==> config.mk <==
export PLATFORM = sky130hd
export DESIGN_NAME = sc_spi_sft
export DESIGN_NICKNAME = d
export VERILOG_FILES = /design/src/rtl/sc_spi_pkg.sv /design/src/rtl/sc_spi_edge.sv /design/src/rtl/sc_spi_sft.sv
export SDC_FILE = /design/constraint.sdc
export NUM_CORES = 1
export LEC_CHECK = 0
export ABC_AREA = 1
export BUFFER_PORTS_ARGS = -buffer_cell sky130_fd_sc_hd__buf_2
export CORE_UTILIZATION = 43
export CTS_CLUSTER_SIZE = 20
export DETAILED_ROUTE_END_ITERATION = 10
export PLACE_DENSITY = 0.7
export SLEW_MARGIN = 10
export SYNTH_ARGS = -nofsm -noshare
export SYNTH_HDL_FRONTEND = slang
export SYNTH_HIERARCHICAL = 1
export SYNTH_SLANG_ARGS = --single-unit
==> constraint.sdc <==
create_clock -name SRCCLK -period 1.8 [get_ports SRCCLK]
set_input_delay 0.36 -clock SRCCLK [delete_from_list [all_inputs] [get_ports SRCCLK]]
set_output_delay 0.36 -clock SRCCLK [all_outputs]
set_load 0.01 [all_outputs]
==> src/rtl/sc_spi_pkg.sv <==
// Shared SPI package: byte/counter widths and the shift-engine state encoding.
package sc_spi_pkg;

    localparam int unsigned SPI_BYTE_W   = 8;
    localparam int unsigned SPI_BITCNT_W = 3;

    typedef logic [SPI_BYTE_W-1:0]   spi_byte_t;
    typedef logic [SPI_BITCNT_W-1:0] spi_bitcnt_t;

    localparam logic [1:0] SPI_SFT_IDLE  = 2'd0;
    localparam logic [1:0] SPI_SFT_SHIFT = 2'd1;
    localparam logic [1:0] SPI_SFT_DONE  = 2'd2;

endpackage

==> src/rtl/sc_spi_edge.sv <==
// Registers the SPI clock and flags its leading (rising) and trailing (falling) edges.
module sc_spi_edge (
    input  logic clk,
    input  logic rst_n,
    input  logic spiclk_i,
    output logic lead_c,
    output logic trail_c
);

    logic spiclk_q;

    always_ff @(posedge clk) begin
        if (!rst_n) begin
            spiclk_q <= 1'b0;
        end else begin
            spiclk_q <= spiclk_i;
        end
    end

    assign lead_c  = spiclk_i & ~spiclk_q;
    assign trail_c = ~spiclk_i & spiclk_q;

endmodule

==> src/rtl/sc_spi_sft.sv <==
// SPI byte shift engine: handshakes a byte in, shifts MOSI/samples MISO on SPICLK edges.
// Optional LSB-first mode via macro SC_SPI_SFT_LSBFIRST_EN (adds LSBFIRST input).
module sc_spi_sft
    import sc_spi_pkg::*;
(
    input  logic                  SRCCLK,
    input  logic                  SYSRSTB,
    input  logic                  CPHA,
    input  logic [SPI_BYTE_W-1:0] TXDATA,
    input  logic                  TXVALID,
    output logic                  TXREADY,
    input  logic                  ABORT,
    output logic [SPI_BYTE_W-1:0] RXDATA,
    output logic                  RXVALID,
    output logic                  BUSY,
    output logic                  CLK_ENABLE,
    input  logic                  SPICLK,
    output logic                  MOSI,
    input  logic                  MISO
`ifdef SC_SPI_SFT_LSBFIRST_EN
    ,
    input  logic                  LSBFIRST
`endif
);

    logic [1:0]  state_q, state_d;
    spi_byte_t   tx_sr_q, tx_sr_d;
    spi_byte_t   rx_sr_q, rx_sr_d;
    spi_bitcnt_t bit_cnt_q, bit_cnt_d;
    spi_byte_t   rxdata_q, rxdata_d;
    logic        clk_en_q, clk_en_d;
    logic        busy_q, busy_d;
    logic        mosi_q, mosi_d;
    logic        rxvalid_q, rxvalid_d;

    logic        lead_c, trail_c;
    logic        lsb_c;
    logic        tx_out_bit_c, tx_next_bit_c, tx_first_bit_c;
    spi_byte_t   tx_shift_c, rx_shift_c;
    logic        last_bit_c;

    sc_spi_edge u_edge (
        .clk      (SRCCLK),
        .rst_n    (SYSRSTB),
        .spiclk_i (SPICLK),
        .lead_c   (lead_c),
        .trail_c  (trail_c)
    );

`ifdef SC_SPI_SFT_LSBFIRST_EN
    assign lsb_c = LSBFIRST;
`else
    assign lsb_c = 1'b0;
`endif

    // Bit ordering: MSB-first shifts left, LSB-first shifts right.
    assign tx_out_bit_c   = lsb_c ? tx_sr_q[0] : tx_sr_q[SPI_BYTE_W-1];
    assign tx_next_bit_c  = lsb_c ? tx_sr_q[1] : tx_sr_q[SPI_BYTE_W-2];
    assign tx_first_bit_c = lsb_c ? TXDATA[0]  : TXDATA[SPI_BYTE_W-1];
    assign tx_shift_c     = lsb_c ? {1'b0, tx_sr_q[SPI_BYTE_W-1:1]}
                                  : {tx_sr_q[SPI_BYTE_W-2:0], 1'b0};
    assign rx_shift_c     = lsb_c ? {MISO, rx_sr_q[SPI_BYTE_W-1:1]}
                                  : {rx_sr_q[SPI_BYTE_W-2:0], MISO};
    assign last_bit_c     = (bit_cnt_q == SPI_BITCNT_W'(SPI_BYTE_W - 1));

    always_comb begin
        state_d   = state_q;
        tx_sr_d   = tx_sr_q;
        rx_sr_d   = rx_sr_q;
        bit_cnt_d = bit_cnt_q;
        rxdata_d  = rxdata_q;
        clk_en_d  = clk_en_q;
        busy_d    = busy_q;
        mosi_d    = mosi_q;
        rxvalid_d = 1'b0;

        case (state_q)
            SPI_SFT_IDLE: begin
                if (TXVALID) begin
                    tx_sr_d   = TXDATA;
                    bit_cnt_d = '0;
                    clk_en_d  = 1'b1;
                    busy_d    = 1'b1;
                    state_d   = SPI_SFT_SHIFT;
                    if (!CPHA) begin
                        mosi_d = tx_first_bit_c;
                    end
                end
            end
            SPI_SFT_SHIFT: begin
                // Abort outranks every edge, including the final trail.
                if (ABORT) begin
                    clk_en_d = 1'b0;
                    busy_d   = 1'b0;
                    state_d  = SPI_SFT_IDLE;
                end else if (!CPHA) begin
                    if (lead_c) begin
                        rx_sr_d = rx_shift_c;
                    end
                    if (trail_c) begin
                        if (last_bit_c) begin
                            clk_en_d = 1'b0;
                            state_d  = SPI_SFT_DONE;
                        end else begin
                            bit_cnt_d = bit_cnt_q + SPI_BITCNT_W'(1);
                            tx_sr_d   = tx_shift_c;
                            mosi_d    = tx_next_bit_c;
                        end
                    end
                end else begin
                    if (lead_c) begin
                        mosi_d  = tx_out_bit_c;
                        tx_sr_d = tx_shift_c;
                    end
                    if (trail_c) begin
                        rx_sr_d = rx_shift_c;
                        if (last_bit_c) begin
                            clk_en_d = 1'b0;
                            state_d  = SPI_SFT_DONE;
                        end else begin
                            bit_cnt_d = bit_cnt_q + SPI_BITCNT_W'(1);
                        end
                    end
                end
            end
            SPI_SFT_DONE: begin
                rxdata_d  = rx_sr_q;
                rxvalid_d = 1'b1;
                busy_d    = 1'b0;
                state_d   = SPI_SFT_IDLE;
            end
            default: begin
                state_d = SPI_SFT_IDLE;
            end
        endcase
    end

    always_ff @(posedge SRCCLK) begin
        if (!SYSRSTB) begin
            state_q   <= SPI_SFT_IDLE;
            tx_sr_q   <= '0;
            rx_sr_q   <= '0;
            bit_cnt_q <= '0;
            rxdata_q  <= '0;
            clk_en_q  <= 1'b0;
            busy_q    <= 1'b0;
            mosi_q    <= 1'b0;
            rxvalid_q <= 1'b0;
        end else begin
            state_q   <= state_d;
            tx_sr_q   <= tx_sr_d;
            rx_sr_q   <= rx_sr_d;
            bit_cnt_q <= bit_cnt_d;
            rxdata_q  <= rxdata_d;
            clk_en_q  <= clk_en_d;
            busy_q    <= busy_d;
            mosi_q    <= mosi_d;
            rxvalid_q <= rxvalid_d;
        end
    end

    assign TXREADY    = (state_q == SPI_SFT_IDLE);
    assign RXDATA     = rxdata_q;
    assign RXVALID    = rxvalid_q;
    assign BUSY       = busy_q;
    assign CLK_ENABLE = clk_en_q;
    assign MOSI       = mosi_q;

endmodule

* After elaboration in Yosys (flattened, before gate mapping)
Index checks and enable logic that the tools add are counted.
** Cells by class
- Reduce and logical (&&, ||, !) cells :: 11
- Bitwise operators :: 5
- $add $sub $neg :: 1
- Equal/unequal tests :: 15
- Multiplexer cells :: 36
** Operators with widths (count)
- two-way mux 8 bit :: 9
- one-hot mux 8 bit (2 select lines) :: 1
- inequality test 3 bit, second input constant :: 5
- two-way mux 1 bit :: 13
- two-way mux 3 bit :: 4
- inequality test 2 bit, second input constant :: 6
- two-way mux 2 bit :: 4
- AND reduction 4 bit :: 2
- AND reduction 7 bit :: 1
- one-hot mux 3 bit (2 select lines) :: 1
- AND reduction 3 bit :: 2
- AND reduction 6 bit :: 1
- AND reduction 5 bit :: 1
- one-hot mux 1 bit (2 select lines) :: 2
- one-hot mux 2 bit (2 select lines) :: 1
- nonzero test 2 bit :: 2
- adder 3 x 1 -> 3 bit, second input constant :: 1
- equality test 3 bit, second input constant :: 1
- NOT 1 bit :: 3
- one-hot mux 1 bit (3 select lines) :: 1
- nonzero test 3 bit :: 1
- bitwise AND 1 bit :: 2
- equality test 2 x 1 -> 1 bit, second input constant :: 1
- equality test 2 bit, second input constant :: 1
- other kinds (2) :: 2
** Storage, ports and cells
- Output and inout bits :: 13
- Input port bits :: 15
- Flip-flop bits (word level) :: 34

* Logic depth before layout (Yosys ltp)
Gate-level depths: netlist of run 1.
- Depth after elaboration :: 6
- Depth in mapped cells :: 10
- Depth with buffers taken out :: 10

* By module
Netlist of run 1, hierarchy kept.
** Modules (own cells, without submodules)
- sc_spi_sft :: instances 1, sequential area each 660.6 um^2, area each 1581.5 um^2, cells each 220
- sc_spi_edge :: instances 1, sequential area each 20.0 um^2, area each 45.0 um^2, cells each 7

* Worst setup path before layout of run 1
No wires, ideal clock.
- Path type :: register to register
- Start point :: register state_q[0]
- End point :: register bit_cnt_q[1]
- Clock period less this slack :: 1405 ps
- Path buffers :: 0
- Arrival time :: 1277 ps
- Path slack :: 395 ps
- Cell stages (with the launch flop) :: 10
- Library setup time :: 128 ps
- Path through :: dfxtp_1 inv_1 ha_1 nand2_2 nand2_4 inv_2 nor2_4 nand2_1 o21ai_1 nor2_1
** On the way
- Longest elaborated chain between the ends :: 3
- Elaborated cells on any way between the ends :: 9
- Those cells by class :: eq/ne (5); mux (1); reduce/logical (3)
** RTL lines
- start, declared :: line sc_spi_sft.sv:26 : logic [1:0] state_q, state_d;
- start signal, assigned :: line sc_spi_sft.sv:150 : state_q <= state_d;
- zero test 2 bit *
- net TXREADY :: line sc_spi_sft.sv:11 : output logic TXREADY,
- inequality test 2 bit (no line) or nonzero test 2 bit (tied branches)
- AND reduction 5 bit (no line)
- end signal, assigned :: line sc_spi_sft.sv:153 : bit_cnt_q <= bit_cnt_d;
- end, declared :: line sc_spi_sft.sv:29 : spi_bitcnt_t bit_cnt_q, bit_cnt_d;
The timed path passes the listed nets; every way through them passes the cells marked *.
A chain may end at the register's enable or synchronous reset.

* Worst setup path in the final report of run 1
- Start point :: register state_q[0]
- End point :: register mosi_q, in the netlist MOSI
** On the way
- Longest elaborated chain between the ends :: 3
- Elaborated cells on any way between the ends :: 11
- Those cells by class :: eq/ne (7); mux (1); reduce/logical (3)
** RTL lines
- equality test 2 x 1 -> 1 bit or zero test 2 bit (tied branches) :: line sc_spi_sft.sv:77 : case (state_q)
- inequality test 3 bit (no line), or another cell as far along
- AND reduction 7 bit (no line)
- end signal, assigned :: line sc_spi_sft.sv:157 : mosi_q <= mosi_d;
- end, declared :: line sc_spi_sft.sv:33 : logic mosi_q, mosi_d;
Parallel ways exist; a longest one is shown, timed or not.

==> metrics.cfg, run 1 <==
[run_status]
outcome=finished clean

[logic_synthesis]
syn_inst=227
yosys_register_bits=34
yosys.area_share.adder_pct=3.85
synth_mux_area_share_pct=0
synth_compound_area_share_pct=12.3
synthSimpleGateAreaFrac_pct=35.3
yosysSeqAreaShare_pct=41.8
synth_top_family_by_area=simple AND/OR/NAND/NOR gates
ys_warn_count=6
syn_area_per_cell_sq_um=7.17
yosys.cell_types.count=20
syn_area_sq_um=1630
synth_xor_area_share_pct=0
synth.net_count=247

[power_and_ir_drop]
p_leak_nw=0.913
ir_worst_vdd_mv=0.573
powerDensity_nw_per_um2=1050
power_mw=2.00

[die]
rows=21
core_sq_um=3470
dieWidth_um=63.5
pin_count=28
die_area_sq_um=4030
start_util_pct=46.9
die-height_um=63.5

[clock_network]
cts_made_buffers=5
cts_buffer_depth=2
cts_tree=done
post_cts.repair.setup_buffers=0
clkTransAtPathRegs_ns=0.07
clock_latency_ns=0.29
root_buffer=clkbuf_8
clock_sinks=34
htreeDepth=2

[setup_path]
cp_max_fo=9
worstPathRequired_ns=1.98
arrival_ns=1.77
worst_setup_path_start_kind=flop
r2r_start=state_q[0]
worstSetupEndpointType=flop
rr_endpoint=MOSI
reg2reg_setup_slack_ns=0.21
criticalPathCategory=reg -> reg
r2r_cells=8

[sta]
rsz0062_at_grt=false
hold_viol=0
worst_pin_slew_ns=0.360
period_share_pct=88.5
period_minus_slack_ns=1.59
finClkSkew_ns=0.00838
finalMaxSlewViolations=0
max_slew_margin_pct=76.0
tns_ns=0
setup_viol=0
holdWs_ns=0.292
fmaxAchievable_mhz=628

[route]
viasPerCell=4.79
totalWireLength_um=3250
drtIter0Drc=68
drtAntennaViolNets=0
drtPass1Iterations=4
drc=0
wl_per_cell_um=10.6
num_vias=1466

[min_path]
hold_path_end=u_edge/spiclk_q
hold-path-cell-count=3
min-delay-start=SPICLK
hp-class=in -> reg

[layout]
layout.nets=280
synthToLayoutAreaGrowth_pct=17.2
diodes=0
final_layout_size_suffix_gt1_share_pct=21.9

[global_route]
grt_pass1_vias=1341
overflow=0
grt_max_degree=13
grt.total_usage_pct=18.6
grt_pass1_wl_um=5870
antenna_found_initial=0

[placement]
hpwl_um=2320
io_buffer_count=27
gp_congestion=0.845

[run]
max-cap-violations=0

[worst max path at each step]
stage,start,endpoint,depth (start not counted)
2_1_floorplan,state_q[0],bit_cnt_q[1],9
3_3_place_gp,state_q[0],tx_sr_q[1],8
3_5_place_dp,state_q[1],MOSI,10
4_1_cts,state_q[1],MOSI,10
5_1_grt,state_q[0],tx_sr_q[4],9
6_report,state_q[0],MOSI,8
[cell usage in the layout, fill, tap and decap left out, types with 3 or more instances in the layout]
master and n:
inv_1 15, ha_1 4, inv_2 4, clkbuf_8 5, nand2_1 49, nor2_4 4
buf_4 5, a21boi_0 7, nor2_1 42, o21ai_0 8, nand3_1 24, buf_2 27
a21oi_1 14, o21ai_1 3, dfxtp_1 34, nand2_2 5
[critical path, stage by stage, from the launching register on]
cell	delay (ns)
dfxtp_1	0.36
inv_1	0.07
ha_1	0.29
nand2_2	0.18
nand2_1	0.11
nor2_4	0.23
nand3_1	0.11
nand2_1	0.08
nor2_1	0.04
[where the power goes]
| part | switching, mW | internal (mW) |
|---|---|---|
| clock network | 0.282 | 0.264 |
| logic | 0.347 | 0.216 |
| registers | 0.0487 | 0.844 |
| total | 0.678 | 1.32 |
[Yosys cell counts, drive strengths merged]
cell,n,area (sq um)
nor2,48,215
a21oi,15,86.3
o21ai,11,55.1
nand3,24,120
clkbuf,4,15.0
nand4,2,12.5
dfxtp,34,681
ha,5,62.6
buf,2,22.5
nand2,55,226
a31oi,1,6.26
a21boi,7,52.6
inv,19,71.3
[state kept, by name (all words and copies together), names as in the netlist]
register,cells
RXDATA,8
tx_sr_q,8
CLK_ENABLE,1
rx_sr_q,8
MOSI,1
state_q,2
RXVALID,1
BUSY,1
bit_cnt_q,3
u_edge/spiclk_q,1
[area by class of cell]
cell class                 instances  area (sq um)
inverter                          19          71.3
multi-input combinational        168           840
tap                               46          57.6
timing repair buffer              32           173
clock buffer                       5          68.8
sequential                        34           681
clock inverter                     2          15.0
fill                             355          1560
[repair_timing]
| action | CTS | global route |
|---|---|---|
| endpoints found under the hold margin | 0 | 0 |
| resized for setup | 0 | 1 |
| hold buffers | 0 | 0 |
| setup endpoints to repair | 0 | 1 |
[logic make-up after synthesis]
| group | Yosys count |
|---|---|
| fa+ha+maj | 5 |
| compound gates | 34 |
| flops | 34 |
| buf+inv | 25 |
| simple gates | 129 |
[metrics by stage]
| step | setup slack, ns | cells | instance area (sq um) | utilization (%) |
|---|---|---|---|---|
| 3_5_place_dp | 0.234 | 299 | 1820 | 52.5 |
| 3_3_place_gp | 0.252 | 299 | 1820 | 52.5 |
| 5_1_grt | 0.0271 | 306 | 1910 | 54.9 |
| 2_1_floorplan | 0.395 | 227 | 1630 | - |
| 6_report | 0.208 | 306 | 1910 | 54.9 |
| 4_1_cts | 0.165 | 306 | 1900 | 54.9 |
[layer usage]
| layer | vias to the layer above | track usage, % | wire (um) |
|---|---|---|---|
| met1 | 631 | 24.2 | 1630 |
| met2 | 38 | 28.1 | 1390 |
| met4 | 0 | 7.67 | 60 |
| met5 | - | 0 | 0 |
| met3 | 7 | 5.98 | 165 |
| li1 | 790 | - | - |
Power figures use the tool's default switching activity.
==> inputs of run 2 (changes only) <==
--- a/config.mk
+++ b/config.mk
@@ -11,6 +11,7 @@
 export CTS_CLUSTER_SIZE = 20
 export DETAILED_ROUTE_END_ITERATION = 10
 export PLACE_DENSITY = 0.7
+export SETUP_SLACK_MARGIN = 0.5
 export SLEW_MARGIN = 10
 export SYNTH_ARGS = -nofsm -noshare
 export SYNTH_HDL_FRONTEND = slang
==> run 2 against run 1 <==
Setup slack better by 0.17 ns. Hold slack lost 0.0015 ns. Count of clock-buffer cells in the layout unchanged. Combinational power is 42% higher. Global-route usage is 2.5 points higher. Via count grew 7.9%. Non-clock buffer count rose by 13.
==> metrics.cfg, run 2 (synthesis results as in run 1) <==
[die]
die-height_um=63.5
dieWidth_um=63.5
pin_count=28
rows=21
die_area_sq_um=4030
start_util_pct=46.9
core_sq_um=3470

[run]
max-cap-violations=0

[setup_path]
worstSetupEndpointType=flop
criticalPathCategory=reg -> reg
arrival_ns=1.61
cp_max_fo=6
worst_setup_path_start_kind=flop
worstPathRequired_ns=1.98

[clock_network]
clock_latency_ns=0.29
cts_buffer_depth=2
root_buffer=clkbuf_8
cts_made_buffers=5
htreeDepth=2
clock_sinks=34
cts_hold_buf=0
cts_tree=done
clkTransAtPathRegs_ns=0.07

[sta]
max_slew_margin_pct=76.8
setup_viol=0
finClkSkew_ns=0.00544
worst_pin_slew_ns=0.347
rsz0062_at_grt=true
tns_ns=0
finalMaxSlewViolations=0
period_minus_slack_ns=1.42
fmaxAchievable_mhz=704
period_share_pct=78.9
hold_viol=0

[min_path]
hp-class=in -> reg

[global_route]
grt.total_usage_pct=21.1
overflow=0
grt_max_degree=13
grt_pass1_wl_um=6660
grt_pass1_vias=1533
antenna_found_initial=0

[layout]
finish.utilization_pct=63.9
final_layout_size_suffix_gt1_share_pct=38.7
final_cell_mix=nand2_1, nor2_1, dfxtp_1, buf_2, buf_4
synthToLayoutAreaGrowth_pct=36.2
final_common_cell=nand2_1
diodes=0
layout.nets=294

[route]
drtAntennaViolNets=0
num_vias=1582
drtIter0Drc=87
drtPass1Iterations=4
totalWireLength_um=3830
viasPerCell=4.94
wl_per_cell_um=12.0
drc=0

[power_and_ir_drop]
ir_worst_vdd_mv=0.647
p_leak_nw=1.02
powerDensity_nw_per_um2=1010

[placement]
gp_congestion=0.788
hpwl_um=2300
io_buffer_count=27

[run_status]
outcome=finished clean

run 2: cell types whose count changed in the layout (fill, tap and decap cells not counted), moves of 4 or more:
cell     delta
nand3_1     -9
nand3_2     +8
nor2_1      -6
nand2_2     +4
nand2_1     -7
nor2_2      +6
buf_4      +11
dfxtp_1     -4
ha_4        +4
ha_1        -4
run 2: area by class of cell:
cell class / count / area, sq um
clock buffers: 5 / 68.8
clock inverters: 2 / 10.0
fillers: 313 / 1250
inverters: 19 / 81.3
multi-input cells: 169 / 1020
flip-flops and latches: 34 / 688
well taps: 46 / 57.6
repair buffers: 45 / 293
run 2: power by group:
part | internal (mW) | total, mW | switching [mW] | leakage, nW
combinational | 0.350 | 0.799 | 0.449 | 0.693
clock | 0.259 | 0.533 | 0.274 | 0.0438
sequential | 0.849 | 0.914 | 0.0642 | 0.280
total | 1.46 | 2.25 | 0.787 | 1.02
run 2: stage by stage:
step	power (mW)	hold WS (ns)	area, sq um	setup slack (ns)	cells
after floorplan	1.37	0.440	1670	0.504	227
after global placement	1.48	0.445	1840	0.220	296
after detailed placement	1.49	0.450	1840	0.194	296
after CTS	2.14	0.292	2100	0.410	314
final	2.25	0.291	2220	0.380	320
after global routing	2.39	0.290	2220	0.282	320
run 2: path summary, 6_finish.rpt:
check / startpoint / end / slack, ns / cells after the start
max reg2reg: state_q[1] / tx_sr_q[7] / 0.38 / 9
max: state_q[1] / tx_sr_q[7] / 0.38 / 9
min: SPICLK / u_edge/spiclk_q / 0.29 / 3
min reg2reg: rx_sr_q[7] / rx_sr_q[7] / 0.47 / 2
run 2: repair_timing:
| action | CTS | global route |
|---|---|---|
| pin swaps | 10 | 15 |
| gates cloned | 1 | 0 |
| setup endpoints to repair | 24 | 33 |
| endpoints found under the hold margin | 0 | 0 |
| setup buffers | 10 | 6 |
| resized for setup | 27 | 21 |
run 2: worst max-delay path, cell delays in order, from the launching register on:
cell and delay [ns]:
dfxtp_2 0.34, inv_4 0.07, ha_4 0.21, buf_6 0.15, buf_4 0.12, nor2_1 0.06
a21oi_1 0.17, nand3_2 0.10, nand2_1 0.07, nor2_1 0.04
run 2: metal layers:
layer	up-vias	track usage, %	part of all wire, %
li1	827	-	-
met1	717	25.5	49
met2	32	35.2	46
met3	6	5.25	4.2
met4	0	8.81	1.5
met5	-	0	0
